[src/rtl/neurram_spi_pkg.sv]
// Shared definitions for the NeuRRAM SPI command sequencer and its SPI controller:
// state encoding, command word layout and field widths.
package neurram_spi_pkg;

    localparam int CFG_W    = 2;
    localparam int MULT_W   = 4;
    localparam int PIN_W    = 4;
    localparam int POUT_W   = 4;

    localparam int CFG_LSB  = 0;
    localparam int MULT_LSB = 2;
    localparam int PIN_LSB  = 6;
    localparam int POUT_LSB = 10;

    localparam int CMD_W    = CFG_W + MULT_W + PIN_W + POUT_W;
    localparam int COUNT_W  = 5;
    localparam int WAIT_W   = 20;

    typedef enum logic [2:0] {
        ST_IDLE      = 3'd0,
        ST_LOAD      = 3'd1,
        ST_TRIG      = 3'd2,
        ST_WAIT_BUSY = 3'd3,
        ST_WAIT_IDLE = 3'd4,
        ST_DONE      = 3'd5
    } seq_state_t;

    typedef struct packed {
        logic [POUT_W-1:0] pout;
        logic [PIN_W-1:0]  pin;
        logic [MULT_W-1:0] mult;
        logic [CFG_W-1:0]  cfg;
    } cmd_fields_t;

    function automatic cmd_fields_t unpack_cmd(input logic [CMD_W-1:0] word);
        cmd_fields_t f;
        f.cfg  = word[CFG_LSB  +: CFG_W];
        f.mult = word[MULT_LSB +: MULT_W];
        f.pin  = word[PIN_LSB  +: PIN_W];
        f.pout = word[POUT_LSB +: POUT_W];
        return f;
    endfunction

endpackage

[src/rtl/neurram_spi_sequencer_if.sv]
// Host-side command/control bus and downstream SPI controller handshake of the sequencer.
interface neurram_spi_sequencer_if;
    import neurram_spi_pkg::*;

    logic [15:0]         cmd_din;
    logic                cmd_wr_en;
    logic                cmd_full;
    logic [COUNT_W-1:0]  cmd_count;
    logic                start;
    logic                abort;
    logic                busy;
    logic                done;
    logic                timeout_err;
    logic                spi_trigger;
    logic [CFG_W-1:0]    spi_config;
    logic [MULT_W-1:0]   shift_multiplier;
    logic [PIN_W-1:0]    pipe_in_steps;
    logic [POUT_W-1:0]   pipe_out_steps;
    logic                spi_idle;

    modport master (
        output cmd_din, cmd_wr_en, start, abort, spi_idle,
        input  cmd_full, cmd_count, busy, done, timeout_err, spi_trigger,
               spi_config, shift_multiplier, pipe_in_steps, pipe_out_steps
    );

    modport slave (
        input  cmd_din, cmd_wr_en, start, abort, spi_idle,
        output cmd_full, cmd_count, busy, done, timeout_err, spi_trigger,
               spi_config, shift_multiplier, pipe_in_steps, pipe_out_steps
    );

endinterface

[src/rtl/neurram_cmd_fifo.sv]
// Synchronous command FIFO with occupancy count and single-cycle flush.
module neurram_cmd_fifo #(
    parameter int DEPTH = 8,
    parameter int WIDTH = 14,
    parameter int CNT_W = 5
) (
    input  logic             clk,
    input  logic             rst,
    input  logic             wr_en,
    input  logic [WIDTH-1:0] wr_data,
    input  logic             rd_en,
    input  logic             flush,
    output logic [WIDTH-1:0] rd_data,
    output logic             full,
    output logic             empty,
    output logic [CNT_W-1:0] count
);
    localparam int PTR_W = $clog2(DEPTH);

    logic [WIDTH-1:0] mem [DEPTH];
    logic [PTR_W-1:0] wr_ptr_reg, rd_ptr_reg;
    logic [CNT_W-1:0] count_reg;
    logic             push_ok, pop_ok;

    assign full    = (count_reg == CNT_W'(DEPTH));
    assign empty   = (count_reg == '0);
    assign push_ok = wr_en && !full && !flush;
    assign pop_ok  = rd_en && !empty && !flush;
    assign rd_data = mem[rd_ptr_reg];
    assign count   = count_reg;

    // Storage carries no reset; only pointers and count define validity.
    always_ff @(posedge clk) begin
        if (push_ok) mem[wr_ptr_reg] <= wr_data;
    end

    always_ff @(posedge clk or posedge rst) begin
        if (rst) begin
            wr_ptr_reg <= '0;
            rd_ptr_reg <= '0;
            count_reg  <= '0;
        end else if (flush) begin
            wr_ptr_reg <= '0;
            rd_ptr_reg <= '0;
            count_reg  <= '0;
        end else begin
            if (push_ok) wr_ptr_reg <= wr_ptr_reg + PTR_W'(1);
            if (pop_ok)  rd_ptr_reg <= rd_ptr_reg + PTR_W'(1);
            case ({push_ok, pop_ok})
                2'b10:   count_reg <= count_reg + CNT_W'(1);
                2'b01:   count_reg <= count_reg - CNT_W'(1);
                default: count_reg <= count_reg;
            endcase
        end
    end

endmodule

[src/rtl/neurram_spi_sequencer.sv]
// Drains a queue of SPI commands into the downstream controller, one trigger per command,
// with per-wait timeout supervision and abort.
module neurram_spi_sequencer
    import neurram_spi_pkg::*;
#(
    parameter int CMD_DEPTH      = 8,
    parameter int TIMEOUT_CYCLES = 1048575
) (
    input  logic                   clk,
    input  logic                   rst,
    neurram_spi_sequencer_if.slave bus
);
    seq_state_t         state_reg, state_next;
    logic               fifo_pop, fifo_flush, fifo_full, fifo_empty;
    logic [CMD_W-1:0]   fifo_rd_data;
    logic [COUNT_W-1:0] fifo_count;
    logic [WAIT_W-1:0]  wait_cnt_reg, wait_cnt_inc;
    logic               in_wait, wait_hit, timeout_hit;
    cmd_fields_t        fields_reg;
    logic               timeout_err_reg, done_reg;
    logic               busy_c, trig_c, done_set;
    logic               unused_reserved;

    assign unused_reserved = ^bus.cmd_din[15:14];

    neurram_cmd_fifo #(
        .DEPTH (CMD_DEPTH),
        .WIDTH (CMD_W),
        .CNT_W (COUNT_W)
    ) u_fifo (
        .clk     (clk),
        .rst     (rst),
        .wr_en   (bus.cmd_wr_en),
        .wr_data (bus.cmd_din[CMD_W-1:0]),
        .rd_en   (fifo_pop),
        .flush   (fifo_flush),
        .rd_data (fifo_rd_data),
        .full    (fifo_full),
        .empty   (fifo_empty),
        .count   (fifo_count)
    );

    assign in_wait      = (state_reg == ST_WAIT_BUSY) || (state_reg == ST_WAIT_IDLE);
    assign wait_cnt_inc = (&wait_cnt_reg) ? wait_cnt_reg : wait_cnt_reg + WAIT_W'(1);
    // Fires on the cycle whose increment makes the counter reach the limit.
    assign wait_hit     = in_wait && (wait_cnt_inc == WAIT_W'(TIMEOUT_CYCLES));

    always_ff @(posedge clk or posedge rst) begin
        if (rst) state_reg <= ST_IDLE;
        else     state_reg <= state_next;
    end

    always_comb begin
        state_next  = state_reg;
        fifo_pop    = 1'b0;
        fifo_flush  = 1'b0;
        timeout_hit = 1'b0;
        case (state_reg)
            ST_IDLE: begin
                if (bus.start && !bus.abort) begin
                    if (fifo_empty)        state_next = ST_DONE;
                    else if (bus.spi_idle) state_next = ST_LOAD;
                end
            end
            ST_LOAD: begin
                fifo_pop   = 1'b1;
                state_next = ST_TRIG;
            end
            ST_TRIG:      state_next = ST_WAIT_BUSY;
            ST_WAIT_BUSY: begin
                if (wait_hit)           timeout_hit = 1'b1;
                else if (!bus.spi_idle) state_next  = ST_WAIT_IDLE;
            end
            ST_WAIT_IDLE: begin
                if (wait_hit)          timeout_hit = 1'b1;
                else if (bus.spi_idle) state_next  = fifo_empty ? ST_DONE : ST_LOAD;
            end
            ST_DONE:      state_next = ST_IDLE;
            default:      state_next = ST_IDLE;
        endcase
        if (timeout_hit) begin
            fifo_flush = 1'b1;
            state_next = ST_IDLE;
        end
        // Abort overrides everything, including a same-cycle start or timeout.
        if (bus.abort) begin
            fifo_flush  = 1'b1;
            fifo_pop    = 1'b0;
            timeout_hit = 1'b0;
            state_next  = ST_IDLE;
        end
    end

    always_comb begin
        busy_c   = (state_reg != ST_IDLE);
        trig_c   = (state_reg == ST_TRIG) && !bus.abort;
        done_set = (state_reg == ST_DONE) && !bus.abort;
    end

    always_ff @(posedge clk or posedge rst) begin
        if (rst) begin
            wait_cnt_reg <= '0;
        end else if ((state_next != state_reg) &&
                     ((state_next == ST_WAIT_BUSY) || (state_next == ST_WAIT_IDLE))) begin
            wait_cnt_reg <= '0;
        end else if (in_wait) begin
            wait_cnt_reg <= wait_cnt_inc;
        end
    end

    // done is registered, so it appears the cycle after DONE (two cycles after an empty start).
    always_ff @(posedge clk or posedge rst) begin
        if (rst) begin
            done_reg        <= 1'b0;
            timeout_err_reg <= 1'b0;
            fields_reg      <= '0;
        end else begin
            done_reg <= done_set;
            if (timeout_hit)                           timeout_err_reg <= 1'b1;
            else if (state_reg == ST_IDLE && bus.start) timeout_err_reg <= 1'b0;
            if (state_reg == ST_LOAD && !bus.abort)    fields_reg <= unpack_cmd(fifo_rd_data);
        end
    end

    assign bus.cmd_full         = fifo_full;
    assign bus.cmd_count        = fifo_count;
    assign bus.busy             = busy_c;
    assign bus.done             = done_reg;
    assign bus.timeout_err      = timeout_err_reg;
    assign bus.spi_trigger      = trig_c;
    assign bus.spi_config       = fields_reg.cfg;
    assign bus.shift_multiplier = fields_reg.mult;
    assign bus.pipe_in_steps    = fields_reg.pin;
    assign bus.pipe_out_steps   = fields_reg.pout;

endmodule

[src/flat_wrapper.sv]
// flat-port wrapper written by rule: the top's interface ports become plain ports
module neurram_spi_sequencer_flat import neurram_spi_pkg::*;
#(
    parameter int CMD_DEPTH      = 8,
    parameter int TIMEOUT_CYCLES = 1048575
)
  (clk, rst, bus_cmd_din, bus_cmd_wr_en, bus_start, bus_abort, bus_spi_idle, bus_cmd_full, bus_cmd_count, bus_busy, bus_done, bus_timeout_err, bus_spi_trigger, bus_spi_config, bus_shift_multiplier, bus_pipe_in_steps, bus_pipe_out_steps);
  neurram_spi_sequencer_if bus_i ();
  input  logic clk;
  input  logic rst;
  input wire logic [$bits(bus_i.cmd_din)-1:0] bus_cmd_din;
  input wire logic [$bits(bus_i.cmd_wr_en)-1:0] bus_cmd_wr_en;
  input wire logic [$bits(bus_i.start)-1:0] bus_start;
  input wire logic [$bits(bus_i.abort)-1:0] bus_abort;
  input wire logic [$bits(bus_i.spi_idle)-1:0] bus_spi_idle;
  output wire logic [$bits(bus_i.cmd_full)-1:0] bus_cmd_full;
  output wire logic [$bits(bus_i.cmd_count)-1:0] bus_cmd_count;
  output wire logic [$bits(bus_i.busy)-1:0] bus_busy;
  output wire logic [$bits(bus_i.done)-1:0] bus_done;
  output wire logic [$bits(bus_i.timeout_err)-1:0] bus_timeout_err;
  output wire logic [$bits(bus_i.spi_trigger)-1:0] bus_spi_trigger;
  output wire logic [$bits(bus_i.spi_config)-1:0] bus_spi_config;
  output wire logic [$bits(bus_i.shift_multiplier)-1:0] bus_shift_multiplier;
  output wire logic [$bits(bus_i.pipe_in_steps)-1:0] bus_pipe_in_steps;
  output wire logic [$bits(bus_i.pipe_out_steps)-1:0] bus_pipe_out_steps;
  assign bus_i.cmd_din = bus_cmd_din;
  assign bus_i.cmd_wr_en = bus_cmd_wr_en;
  assign bus_i.start = bus_start;
  assign bus_i.abort = bus_abort;
  assign bus_i.spi_idle = bus_spi_idle;
  assign bus_cmd_full = bus_i.cmd_full;
  assign bus_cmd_count = bus_i.cmd_count;
  assign bus_busy = bus_i.busy;
  assign bus_done = bus_i.done;
  assign bus_timeout_err = bus_i.timeout_err;
  assign bus_spi_trigger = bus_i.spi_trigger;
  assign bus_spi_config = bus_i.spi_config;
  assign bus_shift_multiplier = bus_i.shift_multiplier;
  assign bus_pipe_in_steps = bus_i.pipe_in_steps;
  assign bus_pipe_out_steps = bus_i.pipe_out_steps;
  neurram_spi_sequencer #(.CMD_DEPTH(CMD_DEPTH), .TIMEOUT_CYCLES(TIMEOUT_CYCLES)) u_core (.clk(clk), .rst(rst), .bus(bus_i));
endmodule
[config.mk]
export PLATFORM = sky130hd
export DESIGN_NAME = neurram_spi_sequencer_flat
export DESIGN_NICKNAME = d
export VERILOG_FILES = /design/src/rtl/neurram_spi_pkg.sv /design/src/rtl/neurram_spi_sequencer_if.sv /design/src/rtl/neurram_cmd_fifo.sv /design/src/rtl/neurram_spi_sequencer.sv /design/src/flat_wrapper.sv
export SDC_FILE = /design/constraint.sdc
export NUM_CORES = 1
export LEC_CHECK = 0
export CAP_MARGIN = 20
export CORE_UTILIZATION = 25
export CTS_CLUSTER_DIAMETER = 40
export CTS_CLUSTER_SIZE = 24
export DETAILED_ROUTE_END_ITERATION = 10
export HOLD_SLACK_MARGIN = 0.08
export PLACE_DENSITY_LB_ADDON = 0.05
export SETUP_SLACK_MARGIN = 0.3
export SLEW_MARGIN = 20
export SYNTH_ARGS = -nofsm -noshare
export SYNTH_HDL_FRONTEND = slang
export SYNTH_HIERARCHICAL = 1
export SYNTH_SLANG_ARGS = --single-unit
[constraint.sdc]
create_clock -name clk -period 11.4 [get_ports clk]
set_input_delay 1.14 -clock clk [delete_from_list [all_inputs] [get_ports clk]]
set_output_delay 1.14 -clock clk [all_outputs]
set_load 0.03 [all_outputs]
==> impl_metrics.json, run 1 <==
{
  "first_pass_iters": 4,
  "track_usage": 0.1266,
  "worst_pin_slew_ns": 1.013,
  "sequentialPowerShare": 0.456,
  "p_leak_uw": 0.002837,
  "cts_hold_buf": 0,
  "wirelength_mm": 17.22,
  "largest_register_ff_count": 112,
  "synth_top_cell_by_area": "edfxtp_1",
  "initial_core_util": 0.2574,
  "grt_pass1_vias": 4576,
  "htreeDepth": 4,
  "relSlewSlack": 0.3248,
  "crit_type": "reg -> reg",
  "hold_path.class": "reg -> reg",
  "routed.top_layer": "met4",
  "die_area_um2": 29600,
  "die_h_um": 172.0,
  "netlist_instances": 488,
  "drv_slew": 0,
  "power_frac_comb": 0.217,
  "grt_pass1_wl_mm": 27.21,
  "cap_violations": 0,
  "finalSetupTns_ns": 0,
  "endpoint_kind": "flop",
  "crit_arrival_ns": 5.10,
  "synth_edf_count": 112,
  "clk_latency_ns": 0.43,
  "synth_seq_cells": 162,
  "hold-path-endpoint": "u_core/bus.shift_multiplier[0]$_DFFE_PP0P_",
  "power_density_nw_per_um2": 197.7,
  "rows": 61,
  "vias": 4327,
  "timing.rr.end": "u_core/u_fifo/count[4]$_DFFE_PP0P_",
  "synthTopCellsByArea": "edfxtp_1 47%, dfrtp_1 17%, mux4_2 8.7%",
  "cts_root_buf": "clkbuf_16",
  "io_buffers": 43,
  "die_x_um": 172.0,
  "clk_pin_slew_ns": 0.07,
  "postSynthAreaPerCell_um2": 14.81,
  "clock_path_buffers": 2,
  "rsz0062_at_grt": "no",
  "hold_path_depth": 1,
  "clkPwrFrac": 0.328,
  "setup_viol": 0,
  "cts_made_buffers": 17,
  "fin_skew_ns": 0.01464,
  "gp_congestion": 0.7839,
  "power.switching_uw": 547.8,
  "ant_nets": 0,
  "yosysUniqueCellTypes": 57,
  "dp.cells": 896,
  "ir_worst_vdd_uv": 74.54,
  "first_iter_violations": 248,
  "wl_per_cell_um": 18.56,
  "worst-path-max-fanout": 18,
  "switching_share": 0.3176,
  "postCtsSetupRepairBufs": 0,
  "fin_cells": 928,
  "hpwl_mm": 10.38,
  "wl_met2_mm": 8.393,
  "overflow": 0,
  "netlist_area_um2": 7228,
  "r2r_cells": 15,
  "ios": 46,
  "clock-sinks": 162,
  "async_reset_ff_frac": 0.3086,
  "m1WireLength_mm": 8.159,
  "synthFlopType": "edfxtp_1",
  "period_needed_ns": 4.799,
  "required_ns": 11.70,
  "antenna_found_initial": 0,
  "met3_length_um": 440,
  "synth_nets": 517,
  "final_nets": 566,
  "core_um2": 28090,
  "startpoint_type": "flop",
  "ys_seq_area_frac": 0.6384,
  "cts_tree": "done",
  "drc": 0,
  "postCtsResizedCells": 0,
  "areaGrowthSynthToFinish_pct": 20.69,
  "synth_warnings": 6,
  "viasPerCell": 4.663,
  "ff2ff_setup_slack_ns": 6.60,
  "max_clock_freq_ghz": 0.2084,
  "internal-power_uw": 1177,
  "drive_gt1_frac": 0.2455,
  "period_share": 0.4209,
  "hold_violations": 0,
  "synth.top_cell.area_share": 0.4653,
  "outcome": "finished, final reports clean",
  "r2r-start": "u_core/wait_cnt_reg[0]$_DFFE_PP0P_",
  "antenna_cells": 0,
  "min_from": "u_core/bus.shift_multiplier[0]$_DFFE_PP0P_",
  "grt_max_degree": 40
}
[metal layers]
layer | GRT usage | vias up
li1 | - | 1997
met1 | 0.1697 | 2242
met2 | 0.2034 | 69
met3 | 0.02678 | 19
met4 | 0.04078 | 0
met5 | 0 | -
[layout make-up]
cell class                      count  area, um2
Sequential cell                   162       4617
Clock inverter                     14      143.9
Multi-Input combinational cell    290       2497
Tap cell                          378      473.0
Fill cell                        2844      19360
Inverter                           11      42.54
Clock buffer                       18      429.2
Timing Repair Buffer               55      520.5
[metrics by stage]
stage	hold WS (ns)	worst slack, ns	utilization	total power [uW]	cell area (um2)
finish	0.5074	6.601	0.3106	1725	8723
global route	0.5229	6.279	0.3106	1814	8723
CTS	0.5137	6.636	0.3105	1752	8722
detailed placement	0.4981	6.558	0.2901	1178	8149
global placement	0.4906	6.626	0.2901	1173	8149
floorplan	0.5715	6.988	-	1032	7228
[cell usage after synthesis (all sizes together) (3+ instances only)]
library cell,instances
nand3,21
o21ai,11
ha,6
a211oi,4
mux2i,6
a31oi,3
inv,11
mux4,28
nand2,23
nor3,7
clkbuf,15
nor2,36
buf,10
nand4,10
and3,7
dfrtp,50
mux2,28
a21oi,34
nand2b,4
o22ai,3
xor2,8
xnor2,10
or3,6
nor4,9
edfxtp,112
[cells by family (layout without fill, tap and decap cells)]
family          after synthesis  in the layout  synth area share
fa+ha+maj                     7              7           0.01316
flops                       162            162            0.6384
xor+xnor                     18             18           0.02181
mux                          62             62            0.1392
compound gates               71             71           0.07236
simple gates                132            132           0.09330
buf+inv                      36             98           0.02181
[how the worst max path moves through the flow]
stage | start | to | slack [ns] | depth (start not counted)
after floorplan | bus_abort | u_core/u_fifo/count[4]$_DFFE_PP0P_ | 6.99 | 11
after global placement | bus_abort | u_core/u_fifo/count[4]$_DFFE_PP0P_ | 6.63 | 12
after detailed placement | bus_abort | u_core/u_fifo/count[4]$_DFFE_PP0P_ | 6.56 | 12
after CTS | u_core/wait_cnt_reg[0]$_DFFE_PP0P_ | u_core/u_fifo/count[4]$_DFFE_PP0P_ | 6.64 | 15
after global routing | u_core/wait_cnt_reg[0]$_DFFE_PP0P_ | u_core/u_fifo/count[4]$_DFFE_PP0P_ | 6.28 | 15
final | u_core/wait_cnt_reg[0]$_DFFE_PP0P_ | u_core/u_fifo/count[4]$_DFFE_PP0P_ | 6.60 | 15
[worst max-delay path, stage by stage (launching register included)]
cell	delay, ns
dfrtp_1	0.47
ha_1	0.26
nand3_1	0.23
nor4_1	0.49
mux2i_1	0.28
a311oi_1	0.10
o2111ai_2	0.14
nand2_1	0.47
a211oi_1	0.70
inv_1	0.12
fa_1	0.41
nand2b_1	0.16
a21oi_1	0.29
a2111oi_0	0.15
a311oi_1	0.33
a31oi_1	0.08
[layout by cell type (no fill, tap or decap), types with 3 or more instances in the layout]
cell             instances
a21oi_1                 15
a21oi_2                 19
a31oi_1                  3
and3_1                   7
buf_4                   12
clkbuf_16               17
clkdlybuf4s50_1         43
dfrtp_1                 48
edfxtp_1               112
ha_1                     6
inv_1                   10
inv_6                    6
inv_8                    3
mux2_2                  28
mux2i_1                  6
mux4_2                  28
nand2_1                 23
nand2b_1                 4
nand3_1                 20
nand4_1                 10
nor2_1                  36
nor3_1                   5
nor4_1                   5
nor4_2                   4
o21ai_0                  8
o22ai_1                  3
or3_1                    5
xnor2_1                 10
xor2_1                   8
[power by group through the flow]
stage / sequential (uW) / clock, uW / combinational (uW)
final: 786 / 565 / 373
after global routing: 799 / 607 / 408
after CTS: 787 / 585 / 380
after detailed placement: 799 / 0 / 379
after global placement: 798 / 0 / 375
after floorplan: 819 / 0 / 213
Note: power is estimated with default switching activity, not from simulation.
==> run 2, diff against run 1 <==
- clock period: 11.4 -> 4.8 ns (I/O delays scaled with it)
==> impl_metrics.json, run 2 (synthesized netlist as in run 1, its figures left out) <==
{
  "fin_hold_ws_ns": 0.4204,
  "first_pass_iters": 4,
  "power_density_nw_per_um2": 466.7,
  "layout_common_cells": "112 x edfxtp_1, 48 x dfrtp_1, 43 x clkdlybuf4s50_1, 36 x nor2_1",
  "wl_per_cell_um": 18.51,
  "die_x_um": 172.0,
  "hold_violations": 0,
  "crit_type": "reg -> reg",
  "internal-power_uw": 2751,
  "viasPerCell": 4.610,
  "ir_worst_vdd_uv": 201.7,
  "die_area_um2": 29600,
  "switching_share": 0.3247,
  "clk_pin_slew_ns": 0.07,
  "first_iter_violations": 267,
  "hold_path.class": "in -> async",
  "ant_nets": 0,
  "initial_core_util": 0.2574,
  "sequentialPowerShare": 0.460,
  "grt_pass1_vias": 4629,
  "final_nets": 567,
  "cap_violations": 0,
  "crit_slowest_cell": "dfrtp_1",
  "cts_made_buffers": 17,
  "fin_skew_ns": 0.01326,
  "rows": 61,
  "crit_path_cell_trace": "ha_1 -> nand3_1 -> nor4_1 -> mux2i_1 -> a311oi_1 -> o2111ai_2 -> nand2_1 -> a211oi_2 -> inv_1 -> fa_1 -> nand2b_1 -> a21oi_1 -> a2111oi_0 -> a311oi_1 -> a31oi_1",
  "fin_cells": 929,
  "cts_tree": "done",
  "clock_path_buffers": 2,
  "relSlewSlack": 0.2974,
  "dp.cells": 897,
  "p_leak_uw": 0.002847,
  "clk_latency_ns": 0.43,
  "gp_congestion": 0.7942,
  "critPathMaxStageDelay_ns": 0.49,
  "power_uw": 4074,
  "max_clock_freq_ghz": 0.2474,
  "crit_arrival_ns": 4.34,
  "drv_slew": 0,
  "startpoint_type": "flop",
  "ios": 46,
  "worst-path-max-fanout": 8,
  "antenna_cells": 0,
  "wirelength_mm": 17.20,
  "power.switching_uw": 1323,
  "cts_root_buf": "clkbuf_16",
  "htreeDepth": 4,
  "cts_hold_buf": 0,
  "largest_register_ff_count": 112,
  "layout_commonest_cell": "edfxtp_1",
  "grt_max_degree": 40,
  "setup_viol": 0,
  "overflow": 0,
  "track_usage": 0.1255,
  "io_buffers": 43,
  "drc": 0,
  "drive_gt1_frac": 0.2486,
  "antenna_found_initial": 0,
  "clkPwrFrac": 0.324,
  "rsz0062_at_grt": "no",
  "fillCellCount": 2834,
  "areaGrowthSynthToFinish_pct": 20.77,
  "outcome": "finished, final reports clean",
  "required_ns": 5.10,
  "period_share": 0.8421,
  "period_needed_ns": 4.042,
  "endpoint_kind": "flop",
  "power_frac_comb": 0.216,
  "timing.critical_path.mode_cell": "a311oi_1",
  "die_h_um": 172.0,
  "finalSetupTns_ns": 0,
  "utilization": 0.3108,
  "hpwl_mm": 10.36,
  "vias": 4283,
  "clock-sinks": 162,
  "core_um2": 28090,
  "grt_pass1_wl_mm": 27.05,
  "worst_pin_slew_ns": 1.054
}
run 2: cell count changes in the layout (fill, tap and decap cells not counted):
cell,before,now
clkinv_4,1,3
clkinvlp_4,2,0
inv_6,6,4
inv_8,3,5
a211oi_1,2,1
a211oi_2,2,3
buf_4,12,13
bufinv_16,1,0
clkbuf_1,1,0
clkinv_1,1,2
clkinv_8,0,1
run 2: final timing paths:
kind | from | end | slack, ns | depth (start not counted)
min | rst | u_core/u_fifo/wr_ptr_reg[1]$_DFFE_PP0P_ | 0.42 | 2
min in group clk | u_core/bus.spi_config[0]$_DFFE_PP0P_ | u_core/bus.spi_config[0]$_DFFE_PP0P_ | 0.51 | 1
max | u_core/wait_cnt_reg[0]$_DFFE_PP0P_ | u_core/u_fifo/count[4]$_DFFE_PP0P_ | 0.76 | 15
max in group asynchronous | rst | u_core/wait_cnt_reg[6]$_DFFE_PP0P_ | 3.73 | 2
min reg2reg | u_core/bus.spi_config[0]$_DFFE_PP0P_ | u_core/bus.spi_config[0]$_DFFE_PP0P_ | 0.51 | 1
max reg2reg | u_core/wait_cnt_reg[0]$_DFFE_PP0P_ | u_core/u_fifo/count[4]$_DFFE_PP0P_ | 0.76 | 15
run 2: power groups by stage:
stage               logic (uW)  registers (uW)  clock network [uW]
floorplan                  506            1940                   0
global placement           885            1900                   0
detailed placement         889            1900                   0
CTS                        892            1870                1370
global route               956            1910                1420
finish                     882            1870                1320
run 2: cell type report:
class | instances | area [um2] | area share
inverter | 11 | 42.54 | 0.004873
tap | 378 | 473.0 | 0.05418
timing repair buffer | 56 | 528.0 | 0.06048
clock buffer | 17 | 425.4 | 0.04873
sequential | 162 | 4617 | 0.5289
clock inverter | 15 | 141.4 | 0.01620
multi-input combinational | 290 | 2502 | 0.2867
run 2: metal layers:
layer	vias up	routed length [um]	part of all wire	GRT usage
li1	1994	-	-	-
met1	2195	8195	0.48	0.1654
met2	73	8289	0.48	0.2032
met3	21	366	0.021	0.02243
met4	0	345	0.020	0.05117
met5	-	0	0	0
run 2: what timing repair did:
item / in CTS / in global routing
gates resized for setup: 0 / 1
setup endpoints to repair: 0 / 1
buffers inserted: 0 / 0
run 2: metrics by stage:
| step | worst slack, ns | cell area [um2] |
|---|---|---|
| final | 0.7580 | 8730 |
| after global routing | 0.3576 | 8730 |
| after CTS | 0.5628 | 8723 |
| after detailed placement | 0.5803 | 8157 |
| after global placement | 0.6622 | 8157 |
| after floorplan | 0.7389 | 7228 |
run 2: worst max-delay path, delay by kind of cell, from the launching register on:
kind	cells	cell delay [ns]
AO/OA/AOI/OAI	7	1.38
AND/OR/NAND/NOR	4	0.98
adder cells (fa/ha/maj)	2	0.68
flip-flops	1	0.49
multiplexers	1	0.29
buffers and inverters	1	0.10
==> run 3, diff against run 2 <==
- clock period: 4.8 -> 4.25 ns (I/O delays scaled with it)
==> impl_metrics.json, run 3 (synthesized netlist as in run 1, its figures left out) <==
{
  "outcome": "finished, final reports clean",
  "required_ns": 4.60,
  "startpoint_type": "flop",
  "drive_gt1_frac": 0.2755,
  "ant_nets": 0,
  "r2r-start": "u_core/wait_cnt_reg[7]$_DFFE_PP0P_",
  "period_needed_ns": 3.656,
  "grt_max_degree": 40,
  "overflow": 0,
  "drc": 0,
  "worst-path-max-fanout": 9,
  "wirelength_mm": 17.63,
  "grt_pass1_wl_mm": 27.52,
  "timing.critical_path.mode_cell": "a211oi_2",
  "layout_common_cells": "112 x edfxtp_1, 46 x dfrtp_1, 43 x clkdlybuf4s50_1, 36 x nor2_1",
  "cts_made_buffers": 17,
  "startpoint": "u_core/wait_cnt_reg[7]$_DFFE_PP0P_",
  "clk_pin_slew_ns": 0.07,
  "multi_input_area_um2": 2544,
  "drv_slew": 0,
  "power_uw": 4674,
  "largest_register_ff_count": 112,
  "switching_share": 0.3292,
  "initial_core_util": 0.2574,
  "ff2ff_setup_slack_ns": 0.59,
  "path_buf_inv": 1,
  "critPathMaxStageDelay_ns": 0.49,
  "p_leak_uw": 0.002935,
  "finalSetupTns_ns": 0,
  "first_pass_iters": 4,
  "core_um2": 28090,
  "fin_hold_ws_ns": 0.3667,
  "crit_slowest_cell": "dfrtp_1",
  "finish.instance_area_um2": 8889,
  "crit_path_cell_trace": "nand3_2 -> or3_4 -> or3_1 -> a211oi_2 -> o2111ai_2 -> nand2_1 -> a211oi_2 -> buf_4 -> ha_1 -> nor2_1 -> a21oi_2 -> a2111oi_1 -> a311oi_1 -> a31oi_1",
  "layout_commonest_cell": "edfxtp_1",
  "die_area_um2": 29600,
  "hold_path.class": "in -> async",
  "antenna_found_initial": 1,
  "grt_pass1_vias": 4605,
  "sequentialPowerShare": 0.456,
  "period_share": 0.8603,
  "io_buffers": 43,
  "dp.cells": 904,
  "fin_skew_ns": 0.01545,
  "internal-power_uw": 3136,
  "die_h_um": 172.0,
  "clk_latency_ns": 0.43,
  "gp_congestion": 0.8199,
  "crit_end": "u_core/u_fifo/count[4]$_DFFE_PP0P_",
  "track_usage": 0.1284,
  "cts_tree": "done",
  "r2r_cells": 14,
  "ios": 46,
  "endpoint_kind": "flop",
  "clock_path_buffers": 2,
  "antenna_cells": 0,
  "crit_cells": 14,
  "clock-sinks": 162,
  "power_density_nw_per_um2": 525.9,
  "worst_pin_slew_ns": 1.008,
  "hpwl_mm": 10.91,
  "die_x_um": 172.0,
  "final_nets": 575,
  "vias": 4325,
  "dpl_cell_area_um2": 8209,
  "crit_type": "reg -> reg",
  "cap_violations": 0,
  "clkPwrFrac": 0.331,
  "power.switching_uw": 1539,
  "setup_viol": 0,
  "wl_per_cell_um": 18.81,
  "fillCellCount": 2811,
  "power_frac_comb": 0.213,
  "crit_arrival_ns": 4.01,
  "relSlewSlack": 0.3279,
  "hold_violations": 0,
  "ir_worst_vdd_uv": 255.3,
  "first_iter_violations": 232,
  "cts_root_buf": "clkbuf_16",
  "layout.area.seq_um2": 4619,
  "max_clock_freq_ghz": 0.2735,
  "timing.rr.end": "u_core/u_fifo/count[4]$_DFFE_PP0P_",
  "rows": 61,
  "crit_family": "simple AND/OR/NAND/NOR gates",
  "fin_cells": 937,
  "htreeDepth": 4,
  "areaGrowthSynthToFinish_pct": 22.97,
  "rsz0062_at_grt": "no",
  "viasPerCell": 4.616
}
run 3: final cells by class:
class / count / area share
Sequential cell: 162 / 0.5197
Multi-Input combinational cell: 290 / 0.2862
Timing Repair Buffer: 64 / 0.06616
Tap cell: 378 / 0.05321
Clock buffer: 17 / 0.04786
Clock inverter: 15 / 0.02210
Inverter: 11 / 0.004786
run 3: repair_timing:
action                     CTS  global route
setup endpoints to repair    1            40
hold buffers                 0             0
pin swaps                    0             1
resized for setup            2             9
setup buffers                0             1
run 3: how the worst min path moves through the flow:
stage / slack (ns) / cells after the start / end
after floorplan: 0.28 / 1 / u_core/u_fifo/count[0]$_DFFE_PP0P_
after global placement: 0.49 / 1 / u_core/bus.pipe_in_steps[1]$_DFFE_PP0P_
after detailed placement: 0.50 / 1 / u_core/bus.pipe_in_steps[3]$_DFFE_PP0P_
after CTS: 0.37 / 2 / u_core/u_fifo/count[3]$_DFFE_PP0P_
after global routing: 0.42 / 2 / u_core/u_fifo/wr_ptr_reg[0]$_DFFE_PP0P_
final: 0.37 / 2 / u_core/u_fifo/wr_ptr_reg[0]$_DFFE_PP0P_
run 3: power groups by stage:
stage | combinational, uW | sequential [uW] | clock [uW]
floorplan | 572 | 2200 | 0
CTS | 1010 | 2130 | 1610
detailed placement | 1000 | 2160 | 0
global placement | 997 | 2160 | 0
finish | 997 | 2130 | 1550
global route | 1090 | 2170 | 1660
run 3: through the flow:
stage | utilization | setup slack [ns]
2_1_floorplan | - | 0.1889
3_3_place_gp | 0.2923 | 0.3284
3_5_place_dp | 0.2923 | 0.2175
4_1_cts | 0.3148 | 0.3321
5_1_grt | 0.3165 | 0.3226
6_report | 0.3165 | 0.5935
run 3: worst register-to-register path, cell delays in order, from the launching register on:
cell and delay [ns]:
dfrtp_1 0.49, nand3_2 0.26, or3_4 0.49, or3_1 0.37
a211oi_2 0.24, o2111ai_2 0.18, nand2_1 0.20, a211oi_2 0.07
buf_4 0.17, ha_1 0.29, nor2_1 0.14, a21oi_2 0.07
a2111oi_1 0.37, a311oi_1 0.09, a31oi_1 0.16
run 3: routing by layer:
layer / wire length, um / track usage / vias up
met5: 0 / 0 / -
met4: 238 / 0.03963 / 0
met3: 491 / 0.02861 / 18
met2: 8321 / 0.2016 / 61
met1: 8578 / 0.1759 / 2237
li1: - / - / 2009
==> variant 1: new RTL, config.mk and constraints of run 3 <==
The package constant `CFG_W` goes from 2 to 4.
--- a/src/rtl/neurram_spi_pkg.sv
+++ b/src/rtl/neurram_spi_pkg.sv
@@ -2,7 +2,7 @@
 // state encoding, command word layout and field widths.
 package neurram_spi_pkg;
 
-    localparam int CFG_W    = 2;
+    localparam int CFG_W    = 4;
     localparam int MULT_W   = 4;
     localparam int PIN_W    = 4;
     localparam int POUT_W   = 4;
Ports: changed (resized bus_spi_config); port bits go from 46 to 48. The function was not compared with the original's and may differ.
==> variant 1 against run 3 <==
- synthesized area up 1.7%
- largest power group unchanged
- critical endpoint unchanged
- clock skew up 0.0055 ns
- first-iteration DRC count down 19%
- fmax down 1.6%
- via count about the same
- sequential cell count unchanged
- total power up 0.78%
- cell area down 0.18%
- highest routed layer is now met5
- wire length down 2.0%
- worst setup slack worse by 0.060 ns
==> variant 1: results <==
set metrics [dict create \
    startpoint "u_core/wait_cnt_reg[0]$_DFFE_PP0P_" \
    dpl.cell_count 906 \
    reg2reg_setup_slack_ns 0.53 \
    multi_input_comb_area_um2 2584 \
    drive_gt1_share_pct 26.53 \
    routed.top_layer "met5" \
    via_per_inst 4.614 \
    pwr_density_cell_nw_per_um2 531.0 \
    worst_pin_slew_ns 1.078 \
    gr-usage-met3_pct 2.741 \
    multi_input_area_share_pct 29.12 \
    critPathMaxStageDelay_ns 0.45 \
    combPwrFrac_pct 22.8 \
    postSynthCellCount 494 \
    grt_usage_pct 12.15 \
    io_buffers 45 \
    r2r_cells 15 \
    fill_cells 2911 \
    nets 570 \
    slowest_stage "dfrtp_2" \
    p_int_mw 3.159 \
    status "completed" \
    wl_met2_um 8366 \
    grt_use_met1_pct 16.13 \
    final_core_util_pct 30.74 \
    gr-usage-met2_pct 19.90 \
    syn_nets 523 \
    dp_hpwl_um 10650 \
    crit_family "compound AO/OA/AOI/OAI gates" \
    grt_pass1_wl_um 27380 \
    seq_cell_count 162 \
    wl_met3_um 440 \
    p_leak_nw 2.963 \
    drtIter0Drc 188 \
    critPathArrivalTime_ns 4.05 \
]
==> variant 1: worst min path at each step <==
| stage | from | endpoint | slack (ns) |
|---|---|---|---|
| 2_1_floorplan | rst | u_core/u_fifo/count[0]$_DFFE_PP0P_ | 0.28 |
| 3_3_place_gp | u_core/bus.pipe_in_steps[3]$_DFFE_PP0P_ | u_core/bus.pipe_in_steps[3]$_DFFE_PP0P_ | 0.49 |
| 3_5_place_dp | u_core/bus.pipe_in_steps[3]$_DFFE_PP0P_ | u_core/bus.pipe_in_steps[3]$_DFFE_PP0P_ | 0.50 |
| 4_1_cts | rst | u_core/u_fifo/count[3]$_DFFE_PP0P_ | 0.36 |
| 5_1_grt | rst | u_core/u_fifo/count[3]$_DFFE_PP0P_ | 0.38 |
| 6_report | rst | u_core/u_fifo/count[3]$_DFFE_PP0P_ | 0.37 |
==> variant 2: new RTL, settings of run 3 <==
Made on the original files. Re-encode `seq_state_t` (6 states) as one-hot, 6 bits wide.
--- a/src/rtl/neurram_spi_pkg.sv
+++ b/src/rtl/neurram_spi_pkg.sv
@@ -16,13 +16,13 @@
     localparam int COUNT_W  = 5;
     localparam int WAIT_W   = 20;
 
-    typedef enum logic [2:0] {
-        ST_IDLE      = 3'd0,
-        ST_LOAD      = 3'd1,
-        ST_TRIG      = 3'd2,
-        ST_WAIT_BUSY = 3'd3,
-        ST_WAIT_IDLE = 3'd4,
-        ST_DONE      = 3'd5
+    typedef enum logic [5:0] {
+        ST_IDLE      = 6'b000001,
+        ST_LOAD      = 6'b000010,
+        ST_TRIG      = 6'b000100,
+        ST_WAIT_BUSY = 6'b001000,
+        ST_WAIT_IDLE = 6'b010000,
+        ST_DONE      = 6'b100000
     } seq_state_t;
 
     typedef struct packed {
Function: no difference found for any inputs over 4 cycles, from zero or initial values and one cycle with rst high; so few cycles prove little.
==> variant 2 against run 3 <==
- worst setup slack got worse by 0.24 ns
- critical endpoint unchanged
- synthesized area grew 3.7%
- cell area up 5.2%
- non-clock buffer count grew 20
- wire length rose by 3.4%
- sequential cell count increased by 3
Power is not compared: it rests on default switching activity, and its combinational part moved more than twofold at a synthesized area within 25%.
==> variant 2: results <==
set metrics [dict create \
    cp_max_fo 6 \
    ys_types 60 \
    avgRoutedWirePerCell_um 18.33 \
    grt_pass1_vias 4807 \
    dp_hpwl_um 11130 \
    synth_area_per_cell_um2 14.44 \
    dpl.cell_count 951 \
    syn_nets 548 \
    synth_xor_area_share_pct 2.922 \
    holdWs_ns 0.3413 \
    slowest_stage "or4b_4" \
    met1_length_um 8383 \
    startpoint "u_core/wait_cnt_reg[1]$_DFFE_PP0P_" \
    status "completed" \
    critPathMaxStageDelay_ns 0.60 \
    largest_reg_flops 112 \
    clockPowerShare_pct 40.0 \
    wl_met3_um 443 \
    ys_seq_area_share_pct 62.59 \
    synth_mux_area_share_pct 13.57 \
    antenna_found_initial 0 \
    yosys.area_share.adder_pct 1.269 \
    place_area_um2 8571 \
    reg2reg_setup_slack_ns 0.35 \
    place_congestion 0.7714 \
    hold_class "primary input to asynchronous set/reset pin" \
    regToRegStartpoint "u_core/wait_cnt_reg[1]$_DFFE_PP0P_" \
    r2r_cells 15 \
    place_ws_ns 0.01607 \
    clock_skew_ns 0.01456 \
    grt_usage_pct 12.48 \
    wl_met2_um 9216 \
    critPathArrivalTime_ns 4.20 \
    synthArstFlopShare_pct 32.12 \
    vias 4560 \
    yosys-top-cells-area "edfxtp_1, dfrtp_1, mux4_2" \
    stdcell_count 994 \
    period_share_pct 91.73 \
    drive_gt1_share_pct 30.63 \
    fin_total_pwr_mw 3.789 \
    drtIter0Drc 264 \
    synth_top_cells_by_count "edfxtp_1, dfrtp_1, nor2_1, mux2_2, mux4_2" \
    grt_pass1_wl_um 28420 \
    synth_compound_area_share_pct 6.311 \
    grt_max_degree 31 \
]
## variant 2: cell types whose count changed after synthesis, sizes merged, moves of 3 or more
cell    before  now
xnor2       10   18
nor3b        0    7
nand4       10    4
buf         10   15
nand3       21   16
nor2        36   41
nand2       23   19
nand3b       1    5
nor3         7   11
and2         1    4
o211ai       1    4
o22ai        3    0
## variant 2: layer usage
| layer | up-vias | GRT usage [%] |
|---|---|---|
| li1 | 2123 | - |
| met1 | 2364 | 15.75 |
| met2 | 60 | 21.76 |
| met3 | 13 | 2.045 |
| met4 | 0 | 3.841 |
| met5 | - | 0 |
## variant 2: timing repair
action | CTS | global route
pin swaps | 6 | 17
resized for setup | 13 | 20
setup buffers | 7 | 4
endpoints found under the setup margin | 68 | 59
## variant 2: cell type report
type | instances | area, µm²
clock buffers | 17 | 425.4
clock inverters | 15 | 160.2
fillers | 2950 | 20210
inverters | 12 | 45.04
multi-input cells | 311 | 2778
flip-flops and latches | 165 | 4701
well taps | 390 | 488.0
repair buffers | 84 | 752.0
